$ cat src/rtl/mac_window_engine_pkg.sv
// Shared types and constants for the windowed multiply-accumulate engine.
// Optional feature macro: MAC_SAT_EN (saturating accumulate, sticky STATUS bit1).
package mac_window_engine_pkg;

  localparam int unsigned CMD_AW = 5;
  localparam int unsigned CMD_DW = 32;
  localparam int unsigned TAPS_W = 8;

  typedef enum logic [1:0] {
    ST_IDLE  = 2'd0,
    ST_RUN   = 2'd1,
    ST_DRAIN = 2'd2
  } state_e;

  localparam logic [CMD_AW-1:0] REG_VEC_ADDR    = 5'h00;
  localparam logic [CMD_AW-1:0] REG_START       = 5'h04;
  localparam logic [CMD_AW-1:0] REG_ACC         = 5'h08;
  localparam logic [CMD_AW-1:0] REG_STATUS      = 5'h0C;
  localparam logic [CMD_AW-1:0] REG_ADDR_STRIDE = 5'h10;
  localparam logic [CMD_AW-1:0] REG_COEF_STRIDE = 5'h14;
  localparam logic [CMD_AW-1:0] REG_TAPS        = 5'h18;
  localparam logic [CMD_AW-1:0] REG_CH_SEL      = 5'h1C;

  localparam int unsigned DEF_ADDR_STRIDE = 128;
  localparam int unsigned DEF_COEF_STRIDE = 64;
  localparam int unsigned DEF_TAPS        = 8;

  // Fold an out-of-range channel number back into 0..n-1.
  function automatic logic [2:0] ch_wrap(input logic [2:0] ch, input int unsigned n);
    return 3'(32'(ch) % n);
  endfunction

endpackage

$ cat src/rtl/mac_window_engine_if.sv
// CPU register command/response bus of the MAC window engine.
interface mac_window_engine_if;
  import mac_window_engine_pkg::*;

  logic              cmd_valid;
  logic              cmd_ready;
  logic              cmd_write;
  logic [CMD_AW-1:0] cmd_addr;
  logic [CMD_DW-1:0] cmd_wdata;
  logic              rsp_valid;
  logic [CMD_DW-1:0] rsp_rdata;

  modport master (
    output cmd_valid, cmd_write, cmd_addr, cmd_wdata,
    input  cmd_ready, rsp_valid, rsp_rdata
  );

  modport slave (
    input  cmd_valid, cmd_write, cmd_addr, cmd_wdata,
    output cmd_ready, rsp_valid, rsp_rdata
  );
endinterface

$ cat src/rtl/mac_window_engine_mac_pipe.sv
// Operand, product and accumulate-add stages of the MAC engine.
// MAC_SAT_EN selects a saturating add; otherwise the add wraps.
module mac_pipe #(
  parameter int unsigned DATA_W = 32,
  parameter int unsigned COEF_W = 18,
  parameter int unsigned ACC_W  = 32
) (
  input  logic                     clk,
  input  logic                     reset,
  input  logic                     tap_vld,
  input  logic                     tap_last,
  input  logic signed [DATA_W-1:0] mem_data,
  input  logic signed [COEF_W-1:0] coef,
  input  logic signed [ACC_W-1:0]  acc_cur,
  output logic                     acc_we_c,
  output logic                     acc_last_c,
  output logic signed [ACC_W-1:0]  acc_sum_c,
  output logic                     acc_sat_c
);

  localparam int unsigned PW = DATA_W + COEF_W;

  logic                     s1_vld, s1_last, s2_vld, s2_last, s3_vld, s3_last;
  logic signed [DATA_W-1:0] op_data_q;
  logic signed [COEF_W-1:0] op_coef_q;
  logic signed [ACC_W-1:0]  prod_q;

  // Valid/last tags follow the taps; operands are captured when memory data lands.
  always_ff @(posedge clk or posedge reset) begin
    if (reset) begin
      s1_vld    <= 1'b0;
      s1_last   <= 1'b0;
      s2_vld    <= 1'b0;
      s2_last   <= 1'b0;
      s3_vld    <= 1'b0;
      s3_last   <= 1'b0;
      op_data_q <= '0;
      op_coef_q <= '0;
      prod_q    <= '0;
    end else begin
      s1_vld  <= tap_vld;
      s1_last <= tap_vld & tap_last;
      s2_vld  <= s1_vld;
      s2_last <= s1_last;
      s3_vld  <= s2_vld;
      s3_last <= s2_last;
      if (s1_vld) begin
        op_data_q <= mem_data;
        op_coef_q <= coef;
      end
      // Full-precision product, then resized to the accumulator width.
      if (s2_vld) prod_q <= ACC_W'(PW'(op_data_q) * PW'(op_coef_q));
    end
  end

  assign acc_we_c   = s3_vld;
  assign acc_last_c = s3_last;

`ifdef MAC_SAT_EN
  localparam int unsigned SW = ACC_W + 1;
  logic signed [ACC_W:0] sum_wide;
  logic                  ovf;

  // Saturating add: clamp to the extreme matching the true sign.
  always_comb begin
    sum_wide  = SW'(acc_cur) + SW'(prod_q);
    ovf       = sum_wide[ACC_W] ^ sum_wide[ACC_W-1];
    acc_sum_c = sum_wide[ACC_W-1:0];
    if (ovf) acc_sum_c = sum_wide[ACC_W] ? {1'b1, {(ACC_W-1){1'b0}}} : {1'b0, {(ACC_W-1){1'b1}}};
    acc_sat_c = s3_vld & ovf;
  end
`else
  // Two's-complement wrapping add.
  always_comb begin
    acc_sum_c = acc_cur + prod_q;
    acc_sat_c = 1'b0;
  end
`endif

endmodule

$ cat src/rtl/mac_window_engine.sv
// Windowed multiply-accumulate engine: strided sample reads times coefficient
// ROM entries, accumulated into one of NUM_CH channel accumulators.
// Optional feature macro: MAC_SAT_EN (saturating accumulate, sticky STATUS bit1).
module mac_window_engine
  import mac_window_engine_pkg::*;
#(
  parameter int unsigned DATA_W  = 32,
  parameter int unsigned COEF_W  = 18,
  parameter int unsigned ACC_W   = 32,
  parameter int unsigned NUM_CH  = 2,
  parameter int unsigned MEM_AW  = 19,
  parameter int unsigned COEF_IW = 9
) (
  input  logic                     clk,
  input  logic                     reset,
  mac_window_engine_if.slave       cmd,
  output logic                     mem_rd_en,
  output logic [MEM_AW-1:0]        mem_rd_addr,
  input  logic signed [DATA_W-1:0] mem_rd_data,
  output logic [COEF_IW-1:0]       coef_idx,
  input  logic signed [COEF_W-1:0] coef_data,
  output logic                     done
);

  localparam int unsigned CH_W = (NUM_CH > 1) ? $clog2(NUM_CH) : 1;

  state_e               state_q, state_n;
  logic [CMD_DW-1:0]    vec_addr_q;
  logic [MEM_AW-1:0]    astride_q;
  logic [COEF_IW-1:0]   cstride_q;
  logic [TAPS_W-1:0]    taps_q, cnt_q;
  logic [CH_W-1:0]      ch_sel_q, run_ch_q;
  logic                 sat_q;
  logic signed [ACC_W-1:0] acc_q [NUM_CH];

  logic accept_c, wr_c, rd_c, start_go_c, busy_c, issue_c, last_c;
  logic acc_we_c, acc_last_c, acc_sat_c;
  logic signed [ACC_W-1:0] acc_sum_c;
  logic [CMD_DW-1:0] rdata_c;

  // While busy only STATUS reads are accepted.
  assign busy_c        = (state_q != ST_IDLE);
  assign cmd.cmd_ready = !busy_c || (!cmd.cmd_write && cmd.cmd_addr == REG_STATUS);
  assign accept_c      = cmd.cmd_valid && cmd.cmd_ready;
  assign wr_c          = accept_c && cmd.cmd_write;
  assign rd_c          = accept_c && !cmd.cmd_write;
  assign start_go_c    = wr_c && cmd.cmd_addr == REG_START;

  // FSM state register.
  always_ff @(posedge clk or posedge reset) begin
    if (reset) state_q <= ST_IDLE;
    else       state_q <= state_n;
  end

  // Next state and tap-issue strobes; a zero-tap run goes straight to DRAIN.
  always_comb begin
    state_n = state_q;
    issue_c = 1'b0;
    last_c  = 1'b0;
    case (state_q)
      ST_IDLE:  if (start_go_c) state_n = (taps_q == '0) ? ST_DRAIN : ST_RUN;
      ST_RUN: begin
        issue_c = 1'b1;
        if (cnt_q == TAPS_W'(1)) begin
          last_c  = 1'b1;
          state_n = ST_DRAIN;
        end
      end
      ST_DRAIN: if (done) state_n = ST_IDLE;
      default:  state_n = ST_IDLE;
    endcase
  end

  // Register read mux.
  always_comb begin
    rdata_c = '0;
    case (cmd.cmd_addr)
      REG_VEC_ADDR:    rdata_c = vec_addr_q;
      REG_ACC:         rdata_c = CMD_DW'(acc_q[ch_sel_q]);
      REG_STATUS:      rdata_c = {30'd0, sat_q, busy_c};
      REG_ADDR_STRIDE: rdata_c = CMD_DW'(astride_q);
      REG_COEF_STRIDE: rdata_c = CMD_DW'(cstride_q);
      REG_TAPS:        rdata_c = CMD_DW'(taps_q);
      REG_CH_SEL:      rdata_c = CMD_DW'(ch_sel_q);
      default:         rdata_c = '0;
    endcase
  end

  // Configuration registers, tap address generation, response and done.
  always_ff @(posedge clk or posedge reset) begin
    if (reset) begin
      vec_addr_q    <= '0;
      astride_q     <= MEM_AW'(DEF_ADDR_STRIDE);
      cstride_q     <= COEF_IW'(DEF_COEF_STRIDE);
      taps_q        <= TAPS_W'(DEF_TAPS);
      ch_sel_q      <= '0;
      run_ch_q      <= '0;
      cnt_q         <= '0;
      sat_q         <= 1'b0;
      mem_rd_en     <= 1'b0;
      mem_rd_addr   <= '0;
      coef_idx      <= '0;
      done          <= 1'b0;
      cmd.rsp_valid <= 1'b0;
      cmd.rsp_rdata <= '0;
    end else begin
      if (wr_c) begin
        case (cmd.cmd_addr)
          REG_VEC_ADDR:    vec_addr_q <= cmd.cmd_wdata;
          REG_ADDR_STRIDE: astride_q  <= cmd.cmd_wdata[MEM_AW-1:0];
          REG_COEF_STRIDE: cstride_q  <= cmd.cmd_wdata[COEF_IW-1:0];
          REG_TAPS:        taps_q     <= cmd.cmd_wdata[TAPS_W-1:0];
          REG_CH_SEL:      ch_sel_q   <= CH_W'(ch_wrap(cmd.cmd_wdata[2:0], NUM_CH));
          default:         ;
        endcase
      end
      if (start_go_c) begin
        mem_rd_addr <= vec_addr_q[MEM_AW+1:2];
        coef_idx    <= cmd.cmd_wdata[COEF_IW-1:0];
        cnt_q       <= taps_q;
        run_ch_q    <= CH_W'(ch_wrap(cmd.cmd_wdata[18:16], NUM_CH));
        sat_q       <= 1'b0;
      end else if (issue_c) begin
        mem_rd_addr <= mem_rd_addr + astride_q;
        coef_idx    <= coef_idx + cstride_q;
        cnt_q       <= cnt_q - TAPS_W'(1);
      end
      if (acc_sat_c) sat_q <= 1'b1;
      mem_rd_en     <= (state_n == ST_RUN);
      done          <= (start_go_c && taps_q == '0) || (acc_we_c && acc_last_c);
      cmd.rsp_valid <= accept_c;
      cmd.rsp_rdata <= rd_c ? rdata_c : '0;
    end
  end

  // Channel accumulators: pipeline commits during a run, CPU writes when idle.
  always_ff @(posedge clk or posedge reset) begin
    if (reset) begin
      for (int i = 0; i < int'(NUM_CH); i++) acc_q[i] <= '0;
    end else if (acc_we_c) begin
      acc_q[run_ch_q] <= acc_sum_c;
    end else if (wr_c && cmd.cmd_addr == REG_ACC) begin
      acc_q[ch_sel_q] <= ACC_W'(signed'(cmd.cmd_wdata));
    end
  end

  mac_pipe #(
    .DATA_W (DATA_W),
    .COEF_W (COEF_W),
    .ACC_W  (ACC_W)
  ) u_mac_pipe (
    .clk        (clk),
    .reset      (reset),
    .tap_vld    (issue_c),
    .tap_last   (last_c),
    .mem_data   (mem_rd_data),
    .coef       (coef_data),
    .acc_cur    (acc_q[run_ch_q]),
    .acc_we_c   (acc_we_c),
    .acc_last_c (acc_last_c),
    .acc_sum_c  (acc_sum_c),
    .acc_sat_c  (acc_sat_c)
  );

endmodule

$ cat src/flat_wrapper.sv
// flat-port wrapper written by rule: the top's interface ports become plain ports
module mac_window_engine_flat import mac_window_engine_pkg::*;
#(
  parameter int unsigned DATA_W  = 32,
  parameter int unsigned COEF_W  = 18,
  parameter int unsigned ACC_W   = 32,
  parameter int unsigned NUM_CH  = 2,
  parameter int unsigned MEM_AW  = 19,
  parameter int unsigned COEF_IW = 9
)
  (clk, reset, mem_rd_en, mem_rd_addr, mem_rd_data, coef_idx, coef_data, done, cmd_cmd_valid, cmd_cmd_write, cmd_cmd_addr, cmd_cmd_wdata, cmd_cmd_ready, cmd_rsp_valid, cmd_rsp_rdata);
  mac_window_engine_if cmd_i ();
  input  logic clk;
  input  logic reset;
  output logic mem_rd_en;
  output logic [MEM_AW-1:0] mem_rd_addr;
  input  logic signed [DATA_W-1:0] mem_rd_data;
  output logic [COEF_IW-1:0] coef_idx;
  input  logic signed [COEF_W-1:0] coef_data;
  output logic done;
  input wire logic [$bits(cmd_i.cmd_valid)-1:0] cmd_cmd_valid;
  input wire logic [$bits(cmd_i.cmd_write)-1:0] cmd_cmd_write;
  input wire logic [$bits(cmd_i.cmd_addr)-1:0] cmd_cmd_addr;
  input wire logic [$bits(cmd_i.cmd_wdata)-1:0] cmd_cmd_wdata;
  output wire logic [$bits(cmd_i.cmd_ready)-1:0] cmd_cmd_ready;
  output wire logic [$bits(cmd_i.rsp_valid)-1:0] cmd_rsp_valid;
  output wire logic [$bits(cmd_i.rsp_rdata)-1:0] cmd_rsp_rdata;
  assign cmd_i.cmd_valid = cmd_cmd_valid;
  assign cmd_i.cmd_write = cmd_cmd_write;
  assign cmd_i.cmd_addr = cmd_cmd_addr;
  assign cmd_i.cmd_wdata = cmd_cmd_wdata;
  assign cmd_cmd_ready = cmd_i.cmd_ready;
  assign cmd_rsp_valid = cmd_i.rsp_valid;
  assign cmd_rsp_rdata = cmd_i.rsp_rdata;
  mac_window_engine #(.DATA_W(DATA_W), .COEF_W(COEF_W), .ACC_W(ACC_W), .NUM_CH(NUM_CH), .MEM_AW(MEM_AW), .COEF_IW(COEF_IW)) u_core (.clk(clk), .reset(reset), .cmd(cmd_i), .mem_rd_en(mem_rd_en), .mem_rd_addr(mem_rd_addr), .mem_rd_data(mem_rd_data), .coef_idx(coef_idx), .coef_data(coef_data), .done(done));
endmodule
$ cat config.mk
export PLATFORM = sky130hd
export DESIGN_NAME = mac_window_engine_flat
export DESIGN_NICKNAME = d
export VERILOG_FILES = /design/src/rtl/mac_window_engine_pkg.sv /design/src/rtl/mac_window_engine_if.sv /design/src/rtl/mac_window_engine_mac_pipe.sv /design/src/rtl/mac_window_engine.sv /design/src/flat_wrapper.sv
export SDC_FILE = /design/constraint.sdc
export NUM_CORES = 2
export LEC_CHECK = 0
export ABC_AREA = 1
export BUFFER_PORTS_ARGS = -buffer_cell sky130_fd_sc_hd__buf_2
export CAP_MARGIN = 10
export CORE_ASPECT_RATIO = 0.6
export CORE_MARGIN = 3
export CORE_UTILIZATION = 50
export DETAILED_ROUTE_END_ITERATION = 12
export PLACE_DENSITY = 0.68
export SLEW_MARGIN = 20
export SYNTH_ARGS = -nofsm -noshare
export SYNTH_HDL_FRONTEND = slang
export SYNTH_SLANG_ARGS = --single-unit
$ cat constraint.sdc
create_clock -name clk -period 18.61 [get_ports clk]
set_input_delay 1.861 -clock clk [delete_from_list [all_inputs] [get_ports clk]]
set_output_delay 1.861 -clock clk [all_outputs]
set_load 0.02 [all_outputs]
[Yosys cells after proc, flatten, opt, wreduce, memory -nomap -nowiden]
Cells that the tools add are included.
Cells by class
  add/subtract/negate cells: 4
  multiply operators: 1
  magnitude comparators: 4
  eq/ne operators: 11
  multiplexer cells: 30
  bitwise operators: 3
  reductions and logical operators: 25
Operators with widths (number)
  $mux W32: 9
  $pmux W32 S7: 1
  $bwmux W64: 2
  $mux W64: 2
  $demux W32 S1: 2
  $mux W19: 2
  $add A32 B32 Y32: 1
  $mul A32 B18 Y32: 1
  $eq A5 B5 Y1 const B: 4
  $add A19 B19 Y19: 1
  $mux W9: 2
  $mux W8: 2
  $eq A5 B4 Y1 const B: 2
  $logic_and A1 B1 Y1: 10
  $reduce_and A2 Y1: 5
  $add A9 B9 Y9: 1
  $eq A8 B1 Y1 const B: 1
  $logic_not A8 Y1: 1
  $mux W2: 4
  $sub A8 B1 Y8 const B: 1
  $pmux W2 S3: 1
  $reduce_bool A2 Y1: 3
  $eq A5 B3 Y1 const B: 1
  $logic_not A5 Y1: 1
  other kinds (10): 18
Storage, ports and cells
  flip-flop bits (word level): 295
  bits of input ports: 91
  output and inout port bits: 64
  word-level logic and storage cells: 103

[Logic depth before layout (Yosys ltp)]
  word-level depth: 9
  depth in mapped cells: 30
  mapped depth without buffers: 28

[Modules after synthesis]
Synthesis repeated with hierarchy kept, for this count alone.
Unflattened totals
  cell total of the unflattened synthesis: 3885
  area total of the unflattened synthesis: 29962.5 um^2
By module, submodules not included
  mac_pipe: instances 1, cells each 2413, area each 18577.8 um^2
  mac_window_engine: instances 1, cells each 1472, area each 11384.7 um^2

[Least setup slack after synthesis]
OpenSTA, ideal clock, no wires.
  path type: reg2reg
  from: register u_core.u_mac_pipe.op_coef_q[3]
  to: register u_core.u_mac_pipe.prod_q[26]
  arrival time: 5.543 ns
  data required time: 18.492 ns
  path slack: 12.949 ns
  cell stages (with the launch flop): 25
  clock period less this slack: 5.661 ns
  cell sequence: dfrtp_1 -> clkbuf_1 -> clkbuf_1 -> nand2_1 -> fa_1 -> inv_1 -> fa_1 -> inv_1 -> fa_1 -> inv_1 -> fa_1 -> fa_1 -> inv_1 -> fa_1 -> inv_1 -> ha_1 -> a21oi_1 -> o21ai_0 -> a21oi_1 -> nand3_1 -> nand3_1 -> nand3_1 -> or2_2 -> nand3_1 -> nand2_1
Between the ends
  cells in the longest elaborated chain, start to end: 1
RTL lines
  start, declared: RTL line mac_window_engine_mac_pipe.sv:25  | logic signed [COEF_W-1:0] op_coef_q;
  start signal, assigned: RTL line mac_window_engine_mac_pipe.sv:49  | op_coef_q <= coef;
  $mul A32 B18 Y32: RTL line mac_window_engine_mac_pipe.sv:52  | if (s2_vld) prod_q <= ACC_W'(PW'(op_data_q) * PW'(op_coef_q));
  end signal, assigned: RTL line mac_window_engine_mac_pipe.sv:52
  end, declared: RTL line mac_window_engine_mac_pipe.sv:26  | logic signed [ACC_W-1:0] prod_q;
Every way passes these cells.
A chain may end at the register's enable or synchronous reset.

[Final worst setup path]
  from: register u_core.u_mac_pipe.op_coef_q[9]
  to: register u_core.u_mac_pipe.prod_q[22]
The elaborated chain is that of the path after synthesis.

==> results.md <==
- Max_slew headroom: 0.270
- DR vias: 25400
- Clock Tree Buf Depth: 3
- Register bit total from synthesis: 295
- TritonCTS Buffers: 31
- Htree depth: 1
- Layout fillers: 5534
- Post-DP HPWL: 67100 um
- RD Place Congestion: 1.03
- Worst Setup Start Kind: flip-flop
- Post-Layout Cell Count: around 4700
- Synth async-reset ratio: 1.00
- Detailed Route WL: 85000 um
- Number of global-route vias before repair: 24700
- Critical path class: reg2reg
- Final ANT Viol Nets: 0
- Worst skew pair latency: between 0.6 and 0.7 ns
- Num rows: 68
- Antenna violations before repair: 1
- Final Hold Viols: 0
- Max-cap violations: 0
- Clock transition at path regs: 0.07 ns
- Root Driver: clkbuf_16
- DRC: 0
- Fin Hold WS: 0.364 ns
- Global Route Usage Sum: 0.279
- Fin crit period: between 6 and 7 ns
- Fmax: 156 MHz
- Yosys warnings: 0
- Pins Over Slew Limit: 0
- Grt total ovfl: 0
- Status: finished clean
- Final period util: 0.343
- Area Overhead vs Synth: 7.87%
- Core area: slightly below 60000 um2
- Unrepaired setup endpoints after global routing: no
- Die ar.: 62300 um2
- Final nets: 4443
- Setup TNS: 0 ns
- Final setup viols: 0
- Die height: between 150 and 200 um
- Hold-fix buffers at CTS: 0
- Die width: 320 um
- Share of cells above drive strength 1: 0.0888
- Largest net degree at the start of global routing: about 110
- IO Port Bufs: 154
- # IOs: 155
- Worst EP required: 19.10 ns
- Initial core utilization: 0.511
- Mapped cell area: 29600 um2
- Post-synth EDFFs: 0
- CTS tree: done
- WL/cell: approximately 18 um
- Synth unique cells: 51
- Setup repair bufs after CTS: 0
- Mapped Avg Cell Area: a little under 8 um2
- Worst Setup End Kind: flip-flop
- First-pass GRT wire length: 139000 um
- Crit-path max FO: 24
- Clk_skew: between 0.015 and 0.02 ns
- CP arrival: 6.88 ns
- Main synth FF type: dfrtp_1
- Via density: 5.44
- Cells resized by post-CTS repair: 0
- Iteration-0 DRC Markers: 2822
- Worst-Margin Slew: 1.10 ns
- Syn nets: between 4000 and 5000
- First drt pass iteration count: 8
- Hold WC Path Type: reg2reg
- Clock Sinks: 295
- N_diodes: 0
- Cells after Synth: 3816
- Seq/Total Area, Yosys: 0.249
- Placed cell count: 4600
[placed cells by master (no fill, tap or decap), types with 24 or more instances in the layout]
cell type / instances
a21oi_1: 185
a22oi_1: 31
a31oi_1: 24
buf_2: 154
buf_4: 24
clkbuf_16: 31
dfrtp_1: 288
fa_1: 336
ha_1: 153
inv_1: 816
mux2_2: 63
nand2_1: 989
nand3_1: 139
nand4_1: 32
nor2_1: 185
o21ai_0: 182
[path summary, 6_finish.rpt]
| kind | endpoint | cells after the start | slack (ns) | start |
|---|---|---|---|---|
| setup / recovery | u_core.u_mac_pipe.prod_q[22]$_DFFE_PP0P_ | 20 | 12.22 | u_core.u_mac_pipe.op_coef_q[9]$_DFFE_PP0P_ |
| hold / removal | u_core.u_mac_pipe.acc_last_c$_DFF_PP0_ | 0 | 0.36 | u_core.u_mac_pipe.s2_last$_DFF_PP0_ |
| setup reg to reg | u_core.u_mac_pipe.prod_q[22]$_DFFE_PP0P_ | 20 | 12.22 | u_core.u_mac_pipe.op_coef_q[9]$_DFFE_PP0P_ |
| hold reg to reg | u_core.u_mac_pipe.acc_last_c$_DFF_PP0_ | 0 | 0.36 | u_core.u_mac_pipe.s2_last$_DFF_PP0_ |
| max in group asynchronous | u_core.u_mac_pipe.op_coef_q[6]$_DFFE_PP0P_ | 4 | 14.94 | reset |
| min in group asynchronous | u_core.coef_idx[3]$_DFFE_PP0P_ | 2 | 1.37 | reset |
[metrics by stage]
step            util  worst slack (ns)  area [um2]
2_1_floorplan      -              8.61       29600
3_3_place_gp   0.532             12.24       30900
3_5_place_dp   0.532             12.17       30900
4_1_cts        0.551             12.13       32000
5_1_grt        0.551             11.83       32000
6_report       0.551             12.22       32000
[critical path, cell delays in order (launching register included)]
cell	delay [ns]
dfrtp_1	0.96
nand2_1	0.18
fa_1	0.58
inv_1	0.05
fa_1	0.49
inv_1	0.05
fa_1	0.53
inv_1	0.05
fa_1	0.41
fa_1	0.52
inv_1	0.05
fa_1	0.48
inv_1	0.04
ha_1	0.39
a21oi_1	0.22
o21ai_0	0.20
a21oi_1	0.40
o211ai_1	0.23
or2_2	0.31
nand3_1	0.07
nand2_1	0.05
[registers in the layout, summed over array words and instances, names as in the netlist]
register and count:
u_core.acc_q 64, u_core.astride_q 19, u_core.ch_sel_q 1, u_core.cmd.rsp_rdata 32, u_core.cmd.rsp_valid 1, u_core.cnt_q 8
u_core.coef_idx 9, u_core.cstride_q 9, u_core.done 1, u_core.mem_rd_addr 19, u_core.mem_rd_en 1, u_core.run_ch_q 1
u_core.state_q 2, u_core.taps_q 8, u_core.u_mac_pipe.acc_last_c 1, u_core.u_mac_pipe.acc_we_c 1, u_core.u_mac_pipe.op_coef_q 18, u_core.u_mac_pipe.op_data_q 32
u_core.u_mac_pipe.prod_q 32, u_core.u_mac_pipe.s1_last 1, u_core.u_mac_pipe.s1_vld 1, u_core.u_mac_pipe.s2_last 1, u_core.u_mac_pipe.s2_vld 1, u_core.vec_addr_q 32
[metal layers]
layer	vias to the layer above	part of all wire	track usage
li1	11800	-	-
met1	12300	0.49	0.462
met2	1114	0.38	0.375
met3	76	0.11	0.0605
met4	0	0.013	0.0356
met5	-	0	0
[cells in the mapped netlist (all sizes together) (2+ instances only)]
cell / n / area, um2
a211oi: 3 / 22.5
a21boi: 7 / 52.6
a21o: 4 / 30.0
a21oi: 186 / 942
a221oi: 8 / 70.1
a22oi: 31 / 233
a31oi: 24 / 150
buf: 33 / 199
clkbuf: 131 / 493
dfrtp: 292 / 7310
dfstp: 3 / 78.8
fa: 336 / 6730
ha: 153 / 1910
inv: 822 / 3090
mux2: 63 / 709
nand2: 997 / 3780
nand3: 139 / 696
nand3b: 11 / 82.6
nand4: 32 / 200
nor2: 192 / 726
nor3: 22 / 120
nor4: 5 / 31.3
o211ai: 22 / 165
o21a: 2 / 15.0
o21ai: 183 / 927
o21bai: 13 / 97.6
o221ai: 18 / 158
o22ai: 20 / 125
o311ai: 2 / 17.5
o31ai: 3 / 22.5
or2: 16 / 100
xnor2: 16 / 140
xor2: 20 / 175
[cell type report]
cell class	count	area, um2	area share
Tap cell	770	963	0.0301
Timing Repair Buffer	178	951	0.0297
Inverter	823	3100	0.0968
Sequential cell	295	7390	0.231
Multi-Input combinational cell	2534	18500	0.578
Clock buffer	41	883	0.0276
Clock inverter	16	196	0.00614
[cell families after synthesis]
family,count (synthesis),share of synthesized area
flops,295,0.249
mux,63,0.0239
simple gates,1415,0.194
fa+ha+maj,489,0.291
compound gates,531,0.104
buf+inv,987,0.128
xor+xnor,36,0.0106
Power is left out: the tool's default activity adds up to more than one toggle a clock period on the data nets, which glitch-free logic cannot reach.
